File: src/rtl/id_fwd_stage.sv
// ---------------------------------------------------------------------------
// id_fwd_stage
// Decode stage for the MIPS logic / shift / conditional-move subset, with
// register-file read control, multi-source RAW forwarding, load-use stall
// detection, an ID/EX pipeline register and a saturating stall counter.
//
// Ports:
//   clk, rst                 clock, synchronous active-high reset
//   pc_i, inst_i             PC and instruction word in ID
//   inst_valid_i             inst_i holds a real instruction
//   reg1/2_data_i            register-file read data
//   reg1/2_addr_o            register-file read addresses (rs / rt fields)
//   reg1/2_read_o            register-file read enables
//   fwd_wdata_i/wd_i/wreg_i  forwarding sources, slice k = source k,
//                            source 0 (EX) is youngest and wins
//   ex_is_load_i             source 0 is a load whose data is not ready
//   stall_i, flush_i         downstream hold / kill of the ID/EX register
//   stallreq_o               combinational load-use stall request
//   ex_*_o                   registered decode results for EX
//   stall_cnt_o              saturating count of load-use stall cycles
// ---------------------------------------------------------------------------
module id_fwd_stage #(
  parameter int DATA_W  = 32,
  parameter int NUM_FWD = 2,
  parameter int CNT_W   = 16
) (
  input  logic                      clk,
  input  logic                      rst,
  input  logic [31:0]               pc_i,
  input  logic [31:0]               inst_i,
  input  logic                      inst_valid_i,
  input  logic [DATA_W-1:0]         reg1_data_i,
  input  logic [DATA_W-1:0]         reg2_data_i,
  output logic [4:0]                reg1_addr_o,
  output logic                      reg1_read_o,
  output logic [4:0]                reg2_addr_o,
  output logic                      reg2_read_o,
  input  logic [NUM_FWD*DATA_W-1:0] fwd_wdata_i,
  input  logic [NUM_FWD*5-1:0]      fwd_wd_i,
  input  logic [NUM_FWD-1:0]        fwd_wreg_i,
  input  logic                      ex_is_load_i,
  input  logic                      stall_i,
  input  logic                      flush_i,
  output logic                      stallreq_o,
  output logic [31:0]               ex_pc_o,
  output logic [7:0]                ex_aluop_o,
  output logic [2:0]                ex_alusel_o,
  output logic [DATA_W-1:0]         ex_reg1_o,
  output logic [DATA_W-1:0]         ex_reg2_o,
  output logic [4:0]                ex_wd_o,
  output logic                      ex_wreg_o,
  output logic                      ex_valid_o,
  output logic [CNT_W-1:0]          stall_cnt_o
);

  typedef struct packed {
    logic [31:0]       pc;
    logic [7:0]        aluop;
    logic [2:0]        alusel;
    logic [DATA_W-1:0] reg1;
    logic [DATA_W-1:0] reg2;
    logic [4:0]        wd;
    logic              wreg;
    logic              valid;
  } ex_t;

  // Instruction fields
  logic [5:0]  op_s;
  logic [4:0]  rs_s;
  logic [4:0]  rt_s;
  logic [4:0]  rd_s;
  logic [4:0]  shamt_s;
  logic [5:0]  funct_s;
  logic [15:0] imm_s;

  assign op_s    = inst_i[31:26];
  assign rs_s    = inst_i[25:21];
  assign rt_s    = inst_i[20:16];
  assign rd_s    = inst_i[15:11];
  assign shamt_s = inst_i[10:6];
  assign funct_s = inst_i[5:0];
  assign imm_s   = inst_i[15:0];

  // Decode outputs
  logic [7:0]        aluop_s;
  logic [2:0]        alusel_s;
  logic [4:0]        wd_s;
  logic              wreg_s;
  logic              valid_s;
  logic              rd1_s;
  logic              rd2_s;
  logic              is_movn_s;
  logic              is_movz_s;
  logic [DATA_W-1:0] imm1_s;
  logic [DATA_W-1:0] imm2_s;

  // Resolved operands and hazard terms
  logic [DATA_W-1:0] op1_s;
  logic [DATA_W-1:0] op2_s;
  logic              wreg_fin_s;
  logic              hit1_s;
  logic              hit2_s;
  logic              stallreq_s;

  ex_t               dec_s;
  ex_t               ex_d;
  ex_t               ex_q;
  logic [CNT_W-1:0]  cnt_d;
  logic [CNT_W-1:0]  cnt_q;

  // Instruction decode: op class, read enables, destination, immediates
  always_comb begin
    aluop_s   = 8'h00;
    alusel_s  = 3'b000;
    wd_s      = 5'd0;
    wreg_s    = 1'b0;
    valid_s   = 1'b0;
    rd1_s     = 1'b0;
    rd2_s     = 1'b0;
    is_movn_s = 1'b0;
    is_movz_s = 1'b0;
    imm1_s    = '0;
    imm2_s    = '0;
    if (inst_valid_i) begin
      case (op_s)
        6'h00: begin
          // An all-zero word is nop, not "sll $0,$0,0"
          if (inst_i != 32'h0000_0000) begin
            wd_s    = rd_s;
            wreg_s  = 1'b1;
            valid_s = 1'b1;
            case (funct_s)
              6'h24, 6'h25, 6'h26, 6'h27: begin
                aluop_s  = {2'b00, funct_s};
                alusel_s = 3'b001;
                rd1_s    = 1'b1;
                rd2_s    = 1'b1;
              end
              6'h00: begin
                aluop_s     = 8'h7C;
                alusel_s    = 3'b010;
                rd2_s       = 1'b1;
                imm1_s[4:0] = shamt_s;
              end
              6'h02, 6'h03: begin
                aluop_s     = {2'b00, funct_s};
                alusel_s    = 3'b010;
                rd2_s       = 1'b1;
                imm1_s[4:0] = shamt_s;
              end
              6'h04: begin
                aluop_s  = 8'h7C;
                alusel_s = 3'b010;
                rd1_s    = 1'b1;
                rd2_s    = 1'b1;
              end
              6'h06: begin
                aluop_s  = 8'h02;
                alusel_s = 3'b010;
                rd1_s    = 1'b1;
                rd2_s    = 1'b1;
              end
              6'h07: begin
                aluop_s  = 8'h03;
                alusel_s = 3'b010;
                rd1_s    = 1'b1;
                rd2_s    = 1'b1;
              end
              6'h0A: begin
                aluop_s   = 8'h0A;
                alusel_s  = 3'b011;
                rd1_s     = 1'b1;
                rd2_s     = 1'b1;
                is_movz_s = 1'b1;
              end
              6'h0B: begin
                aluop_s   = 8'h0B;
                alusel_s  = 3'b011;
                rd1_s     = 1'b1;
                rd2_s     = 1'b1;
                is_movn_s = 1'b1;
              end
              default: begin
                // sync and undefined functs decode as nop
                wd_s    = 5'd0;
                wreg_s  = 1'b0;
                valid_s = 1'b0;
              end
            endcase
          end else begin
            valid_s = 1'b0;
          end
        end
        6'h0C, 6'h0D, 6'h0E: begin
          // andi/ori/xori reuse the R-type aluops 0x24..0x26
          aluop_s      = {2'b00, 4'h2, op_s[1:0] - 2'b00 + 2'b00} + 8'h00;
          aluop_s      = 8'h24 + {6'b000000, op_s[1:0]};
          alusel_s     = 3'b001;
          rd1_s        = 1'b1;
          wd_s         = rt_s;
          wreg_s       = 1'b1;
          valid_s      = 1'b1;
          imm2_s[15:0] = imm_s;
        end
        6'h0F: begin
          aluop_s      = 8'h25;
          alusel_s     = 3'b001;
          wd_s         = rt_s;
          wreg_s       = 1'b1;
          valid_s      = 1'b1;
          imm2_s[31:0] = {imm_s, 16'h0000};
        end
        default: begin
          // pref and undefined opcodes decode as nop
          valid_s = 1'b0;
        end
      endcase
    end else begin
      valid_s = 1'b0;
    end
  end

  // Operand resolution: immediate, $0, youngest matching forward, regfile
  always_comb begin
    op1_s = imm1_s;
    op2_s = imm2_s;
    if (!rd1_s) begin
      op1_s = imm1_s;
    end else if (rs_s == 5'd0) begin
      op1_s = '0;
    end else begin
      op1_s = reg1_data_i;
      // Walk oldest to youngest so the lowest matching index wins
      for (int k = NUM_FWD - 1; k >= 0; k--) begin
        op1_s = (fwd_wreg_i[k] && (fwd_wd_i[k*5 +: 5] == rs_s)) ?
                fwd_wdata_i[k*DATA_W +: DATA_W] : op1_s;
      end
    end
    if (!rd2_s) begin
      op2_s = imm2_s;
    end else if (rt_s == 5'd0) begin
      op2_s = '0;
    end else begin
      op2_s = reg2_data_i;
      for (int k = NUM_FWD - 1; k >= 0; k--) begin
        op2_s = (fwd_wreg_i[k] && (fwd_wd_i[k*5 +: 5] == rt_s)) ?
                fwd_wdata_i[k*DATA_W +: DATA_W] : op2_s;
      end
    end
  end

  // Conditional moves write only when the resolved rt satisfies the test
  always_comb begin
    if (is_movn_s) begin
      wreg_fin_s = (op2_s != '0);
    end else if (is_movz_s) begin
      wreg_fin_s = (op2_s == '0);
    end else begin
      wreg_fin_s = wreg_s;
    end
  end

  assign hit1_s = rd1_s && (rs_s != 5'd0) && (rs_s == fwd_wd_i[4:0]);
  assign hit2_s = rd2_s && (rt_s != 5'd0) && (rt_s == fwd_wd_i[4:0]);
  assign stallreq_s = !rst && inst_valid_i && ex_is_load_i && fwd_wreg_i[0] &&
                      (hit1_s || hit2_s);

  assign reg1_addr_o = rs_s;
  assign reg2_addr_o = rt_s;
  assign reg1_read_o = rd1_s && !rst;
  assign reg2_read_o = rd2_s && !rst;
  assign stallreq_o  = stallreq_s;

  assign dec_s = '{pc: pc_i, aluop: aluop_s, alusel: alusel_s, reg1: op1_s,
                   reg2: op2_s, wd: wd_s, wreg: wreg_fin_s, valid: valid_s};

  // ID/EX next state: flush beats downstream stall beats load-use bubble
  always_comb begin
    ex_d = ex_q;
    if (flush_i) begin
      ex_d = '0;
    end else if (stall_i) begin
      ex_d = ex_q;
    end else if (stallreq_s) begin
      ex_d = '0;
    end else begin
      ex_d = dec_s;
    end
  end

  // Stall counter next state, saturating at all-ones
  always_comb begin
    cnt_d = cnt_q;
    if (stallreq_s && !flush_i && !stall_i && (cnt_q != {CNT_W{1'b1}})) begin
      cnt_d = cnt_q + CNT_W'(1);
    end else begin
      cnt_d = cnt_q;
    end
  end

  // ID/EX pipeline register and stall counter
  always_ff @(posedge clk) begin
    if (rst) begin
      ex_q  <= '0;
      cnt_q <= '0;
    end else begin
      ex_q  <= ex_d;
      cnt_q <= cnt_d;
    end
  end

  assign ex_pc_o     = ex_q.pc;
  assign ex_aluop_o  = ex_q.aluop;
  assign ex_alusel_o = ex_q.alusel;
  assign ex_reg1_o   = ex_q.reg1;
  assign ex_reg2_o   = ex_q.reg2;
  assign ex_wd_o     = ex_q.wd;
  assign ex_wreg_o   = ex_q.wreg;
  assign ex_valid_o  = ex_q.valid;
  assign stall_cnt_o = cnt_q;

endmodule

File: config.mk
export PLATFORM = sky130hd
export DESIGN_NAME = id_fwd_stage
export DESIGN_NICKNAME = d
export VERILOG_FILES = /design/src/rtl/id_fwd_stage.sv
export SDC_FILE = /design/constraint.sdc
export NUM_CORES = 1
export LEC_CHECK = 0
export CAP_MARGIN = 10
export CORE_ASPECT_RATIO = 1.4
export CORE_MARGIN = 5
export CORE_UTILIZATION = 42
export DETAILED_ROUTE_END_ITERATION = 16
export GPL_ROUTABILITY_DRIVEN = 0
export PLACE_DENSITY = 0.82
export SYNTH_ARGS = -nofsm -noshare
export SYNTH_HDL_FRONTEND = slang
export SYNTH_SLANG_ARGS = --single-unit
File: constraint.sdc
create_clock -name clk -period 3.94 [get_ports clk]
set_input_delay 0.788 -clock clk [delete_from_list [all_inputs] [get_ports clk]]
set_output_delay 0.788 -clock clk [all_outputs]
set_load 0.01 [all_outputs]
**After elaboration in Yosys (flattened, before gate mapping)**

Cells that the tools add are included.

- $add $sub $neg: 2
- Equality and inequality tests: 22
- Muxes and demuxes: 48
- Reduce and logical (&&, ||, !) cells: 41

Operators by type and width:

| cell | count |
|---|---|
| 32-bit 2-to-1 mux | 9 |
| 114-bit 2-to-1 mux | 1 |
| 32-bit nonzero test | 2 |
| 7-bit one-hot mux with 6 select lines | 1 |
| 6-bit by 4-bit equality test with 1-bit output (second input constant) | 6 |
| 5-bit 2-to-1 mux | 7 |
| 32-bit zero test | 1 |
| 16-bit 2-to-1 mux | 2 |
| 5-bit equality test | 6 |
| 6-bit equality test (second input constant) | 4 |
| 7-bit one-hot mux with 3 select lines | 1 |
| 6-bit by 3-bit equality test with 1-bit output (second input constant) | 3 |
| 1-bit 2-to-1 mux | 18 |
| 1-bit logical AND | 17 |
| 16-bit by 1-bit adder with 16-bit output (second input constant) | 1 |
| 16-bit != test (second input constant) | 1 |
| 7-bit 2-to-1 mux | 2 |
| 6-bit by 2-bit equality test with 1-bit output (second input constant) | 2 |
| 6-bit zero test | 2 |
| 12-bit OR reduction | 1 |
| 6-bit OR reduction | 2 |
| 5-bit zero test | 2 |
| 5-bit one-hot mux with 2 select lines | 1 |
| 5-bit nonzero test | 2 |
| 11 further kinds | 19 |

- Flip-flop bits (word level): 130
- Output and inout bits: 143

**Longest topological paths before layout**

Gate-level depths: netlist of run 1.

- Depth after elaboration: 13
- Depth in mapped cells: 13
- Depth with buffers taken out: 9

**Least setup slack after synthesis of run 1**

Ideal clock, no wire load.

- Path type: input-to-reg
- Start point: input inst_i[26]
- End point: register ex_q, in the netlist ex_reg1_o[11]
- Setup time: 117 ps
- Arrival time: 3088 ps
- Required time: 3823 ps
- Path slack: 735 ps
- Stages on the path: 12
- Buffers on the path: 3
- Cells stage by stage: or4_4 -> nor3_4 -> o41a_2 -> a22oi_2 -> nor4b_4 -> o21bai_2 -> nor2b_1 -> buf_6 -> and3_1 -> buf_6 -> buf_6 -> a22o_1

- Cells in the longest elaborated chain, start to end: 9
- Elaborated cells between the ends (all ways): 20
- Classes of those cells: eq/ne: 3; mux: 8; reduce/logical: 9

RTL lines:

| what | RTL line | RTL |
|---|---|---|
| start, declared | 30 | `input logic [31:0] inst_i,` |
| 32-bit nonzero test / 6-bit by 4-bit equality test with 1-bit output (equally long branches) | 128, 125 |  |
| 1-bit 2-to-1 mux / 3-bit OR reduction (equally long branches) | 128, 125 |  |
| 1-bit one-hot mux with 2 select lines / 1-bit 2-to-1 mux (equally long branches) | 125 | `case (op_s)` |
| 1-bit 2-to-1 mux | 124 | `if (inst_valid_i) begin` |
| 1-bit logical AND, on equally long branches (2 in a row) | 263, 264 |  |
| 1-bit logical OR | 266 | `(hit1_s \|\| hit2_s);` |
| 1-bit logical AND | 265 | `assign stallreq_s = !rst && inst_valid_i && ex_is_load_i && fwd_wreg_i[0] &&` |
| 114-bit 2-to-1 mux (*) | 284 | `end else if (stallreq_s) begin` |
| end signal, assigned | 304 | `ex_q <= '0;` |
| end signal, assigned | 307 | `ex_q <= ex_d;` |
| end, declared | 107 | `ex_t ex_q;` |

Every way passes the cells marked *; elsewhere a longest branch is shown, timed or not.
A chain may end at the register's enable or synchronous reset.

**Worst setup path after layout of run 1**

- Start point: input inst_i[6]
- End point: output reg2_read_o

- Cells in the longest elaborated chain, start to end: 5

RTL lines:

| what | RTL line | RTL |
|---|---|---|
| 32-bit nonzero test | 128 | `if (inst_i != 32'h0000_0000) begin` |
| 1-bit 2-to-1 mux | 128 |  |
| 1-bit 2-to-1 mux | 125 |  |
| 1-bit 2-to-1 mux | 124 |  |
| 1-bit logical AND | 271 | `assign reg2_read_o = rd2_s && !rst;` |
| end, declared | 37 | `output logic reg2_read_o,` |

Every way passes these cells.

==> results of run 1 <==
-- critical path, cell delays in order --
cell	delay [ns]
clkdlybuf4s50_1	0.42
nor4_1	0.27
buf_4	0.19
nand3_1	0.09
o41a_2	0.47
buf_4	0.17
and2_1	0.17
nor3b_1	0.14
dlygate4sd2_1	0.31
-- cell usage in the layout, fill, tap and decap left out, types with 11 or more instances in the layout --
| cell | instances |
|---|---|
| a21oi_1 | 102 |
| clkdlybuf4s50_1 | 345 |
| o211ai_1 | 11 |
| buf_4 | 74 |
| mux2i_1 | 32 |
| nand3b_1 | 33 |
| nor4_1 | 16 |
| o21ai_0 | 26 |
| or3_1 | 15 |
| nor3_1 | 19 |
| clkbuf_16 | 17 |
| nand2_1 | 111 |
| a22oi_1 | 44 |
| xnor2_1 | 19 |
| inv_1 | 22 |
| nor2_1 | 152 |
| a311oi_1 | 16 |
| a22o_1 | 32 |
| dfxtp_1 | 128 |
| nand3_1 | 19 |
-- how the worst max path moves through the flow --
stage                           from                    endpoint  slack, ns  cells past startpoint
after floorplan           inst_i[26]  ex_reg1_o[11]$_SDFFE_PP0N_       0.73                     12
after global placement     inst_i[7]                  stallreq_o      -0.25                     10
after detailed placement   inst_i[7]                  stallreq_o      -0.24                     10
after CTS                  inst_i[7]                  stallreq_o       0.05                     10
after global routing      inst_i[11]                 reg1_read_o       0.04                      9
final                      inst_i[6]                 reg2_read_o       0.13                      9
-- layer usage --
metal | share of wire [%] | global-route usage, % | wire length [um]
met5 | 0 | 0 | 0
met2 | 49 | 51.80 | 15750
met4 | 6.1 | 17.64 | 1957
met1 | 35 | 31.43 | 11000
met3 | 9.9 | 9.312 | 3170
-- power groups by stage --
stage / sequential, mW / clock [mW] / combinational [mW]
floorplan: 1.35 / 0 / 0.190
global placement: 1.34 / 0 / 0.550
detailed placement: 1.34 / 0 / 0.556
CTS: 1.31 / 1.57 / 0.559
global route: 1.31 / 1.64 / 0.600
finish: 1.31 / 1.56 / 0.567
-- cell type report --
class                   count  area share (%)
diodes                      2         0.04174
inverters                  22          0.6887
clock buffers              25           4.216
repair buffers            424           33.89
well taps                 236           2.463
flip-flops and latches    128           21.37
clock inverters             7          0.6261
multi-input cells         745           36.70
-- kinds of logic (layout without fill, tap and decap cells) --
logic type | after synthesis | after routing | share of synthesized area (%)
buffers and inverters | 116 | 478 | 6.891
DFF | 128 | 128 | 34.42
other | 1 | 4 | 0.05037
muxes | 35 | 35 | 4.756
and+or+nand+nor | 407 | 407 | 26.00
AOI/OAI and AO/OA | 271 | 271 | 24.30
adders and majority gates | 1 | 1 | 0.1680
xor gates and xnor gates | 29 | 29 | 3.412
-- state kept, by name (all words and copies together) (netlist names), 2 cells and up --
signal / count
ex_pc_o: 32
ex_wd_o: 5
ex_alusel_o: 2
ex_reg1_o: 32
stall_cnt_o: 16
ex_reg2_o: 32
ex_aluop_o: 7
-- what timing repair did --
item	CTS	global route
setup endpoints to repair	3	3
pin swaps	0	2
resized for setup	4	4
==> results.md, run 1 <==
* Seq pwr share at 38.2%
* Status: finished, final reports clean
* Hold Slack at 0.4563 ns
* Crit path DAT at 3.02 ns
* DR vias/cell at 5.676
* Worst-path fanout max at 6
* PortBufs at 350
* Final hold viol count at 0
* Placed Area at 11390 um2
* Synth Instances at 988
* Top Ports at 353
* CTS root buf: clkbuf_16
* Total power at 3.436 mW
* Area Overhead vs Synth at 61.06%
* Number of synthesized flops with an enable pin at 0
* Reg2reg end: stall_cnt_o[4]$_SDFFE_PP0P_
* Slew headroom at 30.28%
* FF+latch area at 2562 um2
* Cells after DPL at 1555
* HP Class: reg -> reg
* Unrepaired setup endpoints after global routing: no
* Total track usage at 29.94%
* Most common cell in the netlist: nor2_1
* Floorplan core area at 17400 um2
* Period utilization at 96.77%
* Yosys reg bits at 128
* Gr ovfl total at 0
* Max-slew violations at 0
* Iteration-0 DRC Markers at 694
* Worst-path clk slew at 0.06 ns
* Max Clock Skew at 0.002299 ns
* Int Power at 2.576 mW
* DRC at 0
* Starting Density at 42.78%
* Net switching power at 0.8607 mW
* DIE HEIGHT at 167.5 um
* Synth warn at 0
* Setup crit start kind: primary input
* # hold bufs at CTS at 0
* Multi-input gate area at 4400 um2
* Initial antenna violation count at 2
* Die X at 122.5 um
* Drt wl/cell at 20.06 um
* Post-route cell area at 11990 um2
* Main synth FF type: dfxtp_1
* CTS Buf Count at 17
* Sw Ratio at 25.05%
* Critical path type: in -> out
* Clock buffer depth at 2
* Setup slack at placement at -0.2383 ns
* Reg2Reg Depth at 9
* Period minus WS final at 3.813 ns
* Fill cells at 1450
* Final HPWL DP at 25.27 mm
* CTS H-Tree Depth at 4
* Setup tns final at 0 ns
* Power per cell area at 286.6 nW/um2
* Sequential share of the synthesized area at 34.42%
* Comb pwr share at 16.5%
* DRT Pass-1 Iters at 6
* Die area at 20530 um2
* Fraction of registers with async set/reset at 0%
* Routed WL at 31.87 mm
* Cell variety after synth at 59
* Final Core Density at 68.90%
* Fin nets at 1549
* Synthesized area at 7445 um2
* Post-CTS setup buffer count at 0
* Worst Hold Depth at 2
* WHS Endpoint: ex_pc_o[29]$_SDFFE_PP0N_
* Clock sink count at 128
* Latest clock arrival within the worst-skew pair at 0.42 ns
* Post-synth top cells: nor2_1, dfxtp_1, nand2_1
* First-pass GRT wire length at 48.07 mm
* Vias in the first global route at 8885
* Reg-to-reg startpoint: stall_cnt_o[8]$_SDFFE_PP0P_
* Worst-Margin Slew at 1.043 ns
* Clock power frac at 45.3%
* Top cell type's share of synthesized area at 34.42%
* Largest net degree at the start of global routing at 81
* CTS tree: done
* Largest area contributor in the netlist: dfxtp_1
* Crit end category: output port
* Flop2flop setup slack at 1.62 ns
* Endpoints failing setup at 0
* Via count at 9019
* Max-cap violations at 0
* Synth top area cells: dfxtp_1, nor2_1, a21oi_1
* Post-route ant nets at 0
* Non-filler cells, final at 1589
* Mean Syn Cell Area at 7.535 um2
* LEAKAGE at 4.281 nW
* Share of cells above drive strength 1 at 8.956%
* CP Data Required Time at 3.15 ns
* Row count at 57
* Hold_sp: ex_pc_o[29]$_SDFFE_PP0N_
* Max Fclk at 262.3 MHz
* Final WS setup at 0.1272 ns
* Maximum vdd drop at 0.2857 mV
Note: power is estimated with default switching activity, not from simulation.
==> run 2: changes to the inputs <==
REMOVE_ABC_BUFFERS = 1   (was default)
==> results.md, run 2 (synthesis gave the netlist of run 1 again) <==
* DRT Pass-1 Iters at 6 (unchanged)
* Max-cap violations at 0 (unchanged)
* Reg-to-reg startpoint: stall_cnt_o[7]$_SDFFE_PP0P_ (was stall_cnt_o[8]$_SDFFE_PP0P_)
* GRT met1 Usage at 35.80% (was 31.43%)
* Status: finished, final reports clean (unchanged)
* Max Clock Skew at 0.008071 ns (was 0.002299 ns)
* Post-route cell area at 12120 um2 (was 11990 um2)
* LEAKAGE at 4.362 nW (was 4.281 nW)
* DIE HEIGHT at 167.5 um (unchanged)
* Via count at 9280 (was 9019)
* CP max stage cell: or4_4 (was o41a_2)
* Maximum vdd drop at 0.2060 mV (was 0.2857 mV)
* Period minus WS final at 3.900 ns (was 3.813 ns)
* Row count at 57 (unchanged)
* Largest net degree at the start of global routing at 77 (was 81)
* Grt met2 use at 50.79% (was 51.80%)
* CTS root buf: clkbuf_16 (unchanged)
* Top Ports at 353 (unchanged)
* Latest clock arrival within the worst-skew pair at 0.42 ns (about the same)
* Period utilization at 98.99% (was 96.77%)
* Max-slew violations at 0 (unchanged)
* Unrepaired setup endpoints after global routing: yes (was no)
* DR vias/cell at 5.804 (was 5.676)
* Clock sink count at 128 (unchanged)
* Endpoints failing setup at 0 (unchanged)
* Max stage delay on crit path at 0.56 ns (was 0.47 ns)
* Multi-input gate area at 4409 um2 (was 4400 um2)
* Drt wl/cell at 20.73 um (was 20.06 um)
* Placed Area at 11490 um2 (was 11390 um2)
* PortBufs at 350 (unchanged)
* Post-route ant nets at 0 (unchanged)
* Die X at 122.5 um (unchanged)
* CTS tree: done (unchanged)
* Area Overhead vs Synth at 62.82% (was 61.06%)
* Worst-Margin Slew at 0.8122 ns (was 1.043 ns)
* Max Fclk at 256.4 MHz (was 262.3 MHz)
* Initial antenna violation count at 3 (was 2)
* Commonest non-fill, non-tap cells in the layout: clkdlybuf4s50_1, nor2_1, dfxtp_1, nand2_1, a21oi_1 (unchanged)
* Hold_sp: ex_pc_o[29]$_SDFFE_PP0N_ (unchanged)
* Worst Hold Depth at 2 (unchanged)
* Final HPWL DP at 25.75 mm (was 25.27 mm)
* Crit end category: output port (unchanged)
* CTS Buf Count at 17 (unchanged)
* Starting Density at 42.78% (unchanged)
* Setup crit start kind: primary input (unchanged)
* Die area at 20530 um2 (unchanged)
* CP cell instances: clkdlybuf4s50_1, or4_4, nor3_4, o41a_2, a22oi_2, buf_4, nor4b_4, o21bai_4, inv_1, clkbuf_2 (was clkdlybuf4s50_1, nor4_1, buf_4, nand3_1, o41a_2, buf_4, and2_1, nor3b_1, dlygate4sd2_1)
* Global routing's busiest layer: met2 (unchanged)
* Final hold viol count at 0 (unchanged)
* Crit path DAT at 3.11 ns (was 3.02 ns)
* WHS Endpoint: ex_pc_o[29]$_SDFFE_PP0N_ (unchanged)
* Reg2Reg Depth at 9 (unchanged)
* Total track usage at 31.03% (was 29.94%)
* CTS H-Tree Depth at 4 (unchanged)
* Family with the most delay on the worst path: simple AND/OR/NAND/NOR gates (was buffers and inverters)
* Critical path type: in -> out (unchanged)
* Fill cells at 1450 (unchanged)
* Share of cells above drive strength 1 at 9.853% (was 8.956%)
* Final Core Density at 69.66% (was 68.90%)
* Floorplan core area at 17400 um2 (unchanged)
* Gr ovfl total at 0 (unchanged)
* Iteration-0 DRC Markers at 993 (was 694)
* Routed WL at 33.15 mm (was 31.87 mm)
* Met3 GRT Util at 8.367% (was 9.312%)
* Slew headroom at 45.43% (was 30.28%)
* Worst-path fanout max at 2 (was 6)
* Reg2reg end: stall_cnt_o[13]$_SDFFE_PP0P_ (was stall_cnt_o[4]$_SDFFE_PP0P_)
* Fin nets at 1558 (was 1549)
* FF+latch area at 2562 um2 (unchanged)
* Most common cell after layout, fill and taps aside: clkdlybuf4s50_1 (unchanged)
* HP Class: reg -> reg (unchanged)
* Flop2flop setup slack at 1.62 ns (about the same)
* DRC at 0 (unchanged)
* Power per cell area at 287.5 nW/um2 (was 286.6 nW/um2)
* First-pass GRT wire length at 49.55 mm (was 48.07 mm)
* Vias in the first global route at 8928 (was 8885)
* Worst path buffer plus inverter count at 4 (unchanged)
* Worst-path clk slew at 0.06 ns (about the same)
* CP Data Required Time at 3.15 ns (about the same)
* Clock buffer depth at 2 (unchanged)
-- run 2: cell count changes in the layout (fill, tap and decap cells not counted), sizes merged, moves of 2 or more --
cell	before	now
buf	75	84
clkbuf	26	20
clkdlybuf4s50	345	342
clkinv	2	4
dlygate4sd2	2	4
inv	23	27
-- run 2: through the flow --
stage                     total power, mW  setup TNS (ns)  setup WS (ns)  hold slack [ns]  std cells
final                               3.485               0        0.03996           0.4550       1599
after global routing                3.596        -0.04633       -0.04633           0.4743       1599
after CTS                           3.496        -0.01172       -0.01172           0.4555       1594
after detailed placement            1.906          -20.18        -0.4880           0.4427       1562
after global placement              1.899          -14.57        -0.4307           0.4327       1562
after floorplan                     1.490          -28.75        -0.8024           0.4805        895
-- run 2: tightest hold or removal path: cells and delay by family (launching register included) --
| family | cells | cell delay, ns |
|---|---|---|
| DFF | 1 | 0.31 |
| AOI/OAI and AO/OA | 1 | 0.05 |
| and+or+nand+nor | 1 | 0.05 |
-- run 2: metal layers --
metal | routed length (um) | vias to the layer above
met5 | 0 | -
met4 | 2417 | 0
met3 | 3114 | 177
met2 | 15740 | 611
met1 | 11870 | 4232
li1 | - | 4260
-- run 2: how the worst max path moves through the flow --
stage | startpoint | end | slack [ns] | cells after the start
6_report | inst_i[26] | stallreq_o | 0.04 | 10
5_1_grt | inst_i[26] | stallreq_o | -0.05 | 10
4_1_cts | inst_i[9] | stallreq_o | -0.01 | 10
3_5_place_dp | inst_i[2] | stallreq_o | -0.49 | 9
3_3_place_gp | inst_i[2] | stallreq_o | -0.43 | 9
2_1_floorplan | inst_i[6] | ex_reg1_o[10]$_SDFFE_PP0N_ | -0.80 | 9
-- run 2: area by class of cell --
type	instances	area share [%]
Antenna cell	3	0.06193
Clock buffer	19	3.654
Clock inverter	13	1.259
Inverter	22	0.6813
Multi-Input combinational cell	745	36.37
Sequential cell	128	21.14
Tap cell	236	2.436
Timing Repair Buffer	433	34.39
-- run 2: timing repair --
action,4_1_cts,5_1_grt
gates resized for setup,8,4
hold buffers,0,0
setup buffers,0,2
endpoints found under the setup margin,3,3
pin swaps,0,2
hold endpoints to repair,0,0
-- run 2: report_power, final --
group	internal, mW	total [mW]	switching [mW]
sequential	1.31	1.31	0.00556
clock	0.961	1.59	0.633
combinational	0.319	0.579	0.260
total	2.59	3.48	0.898
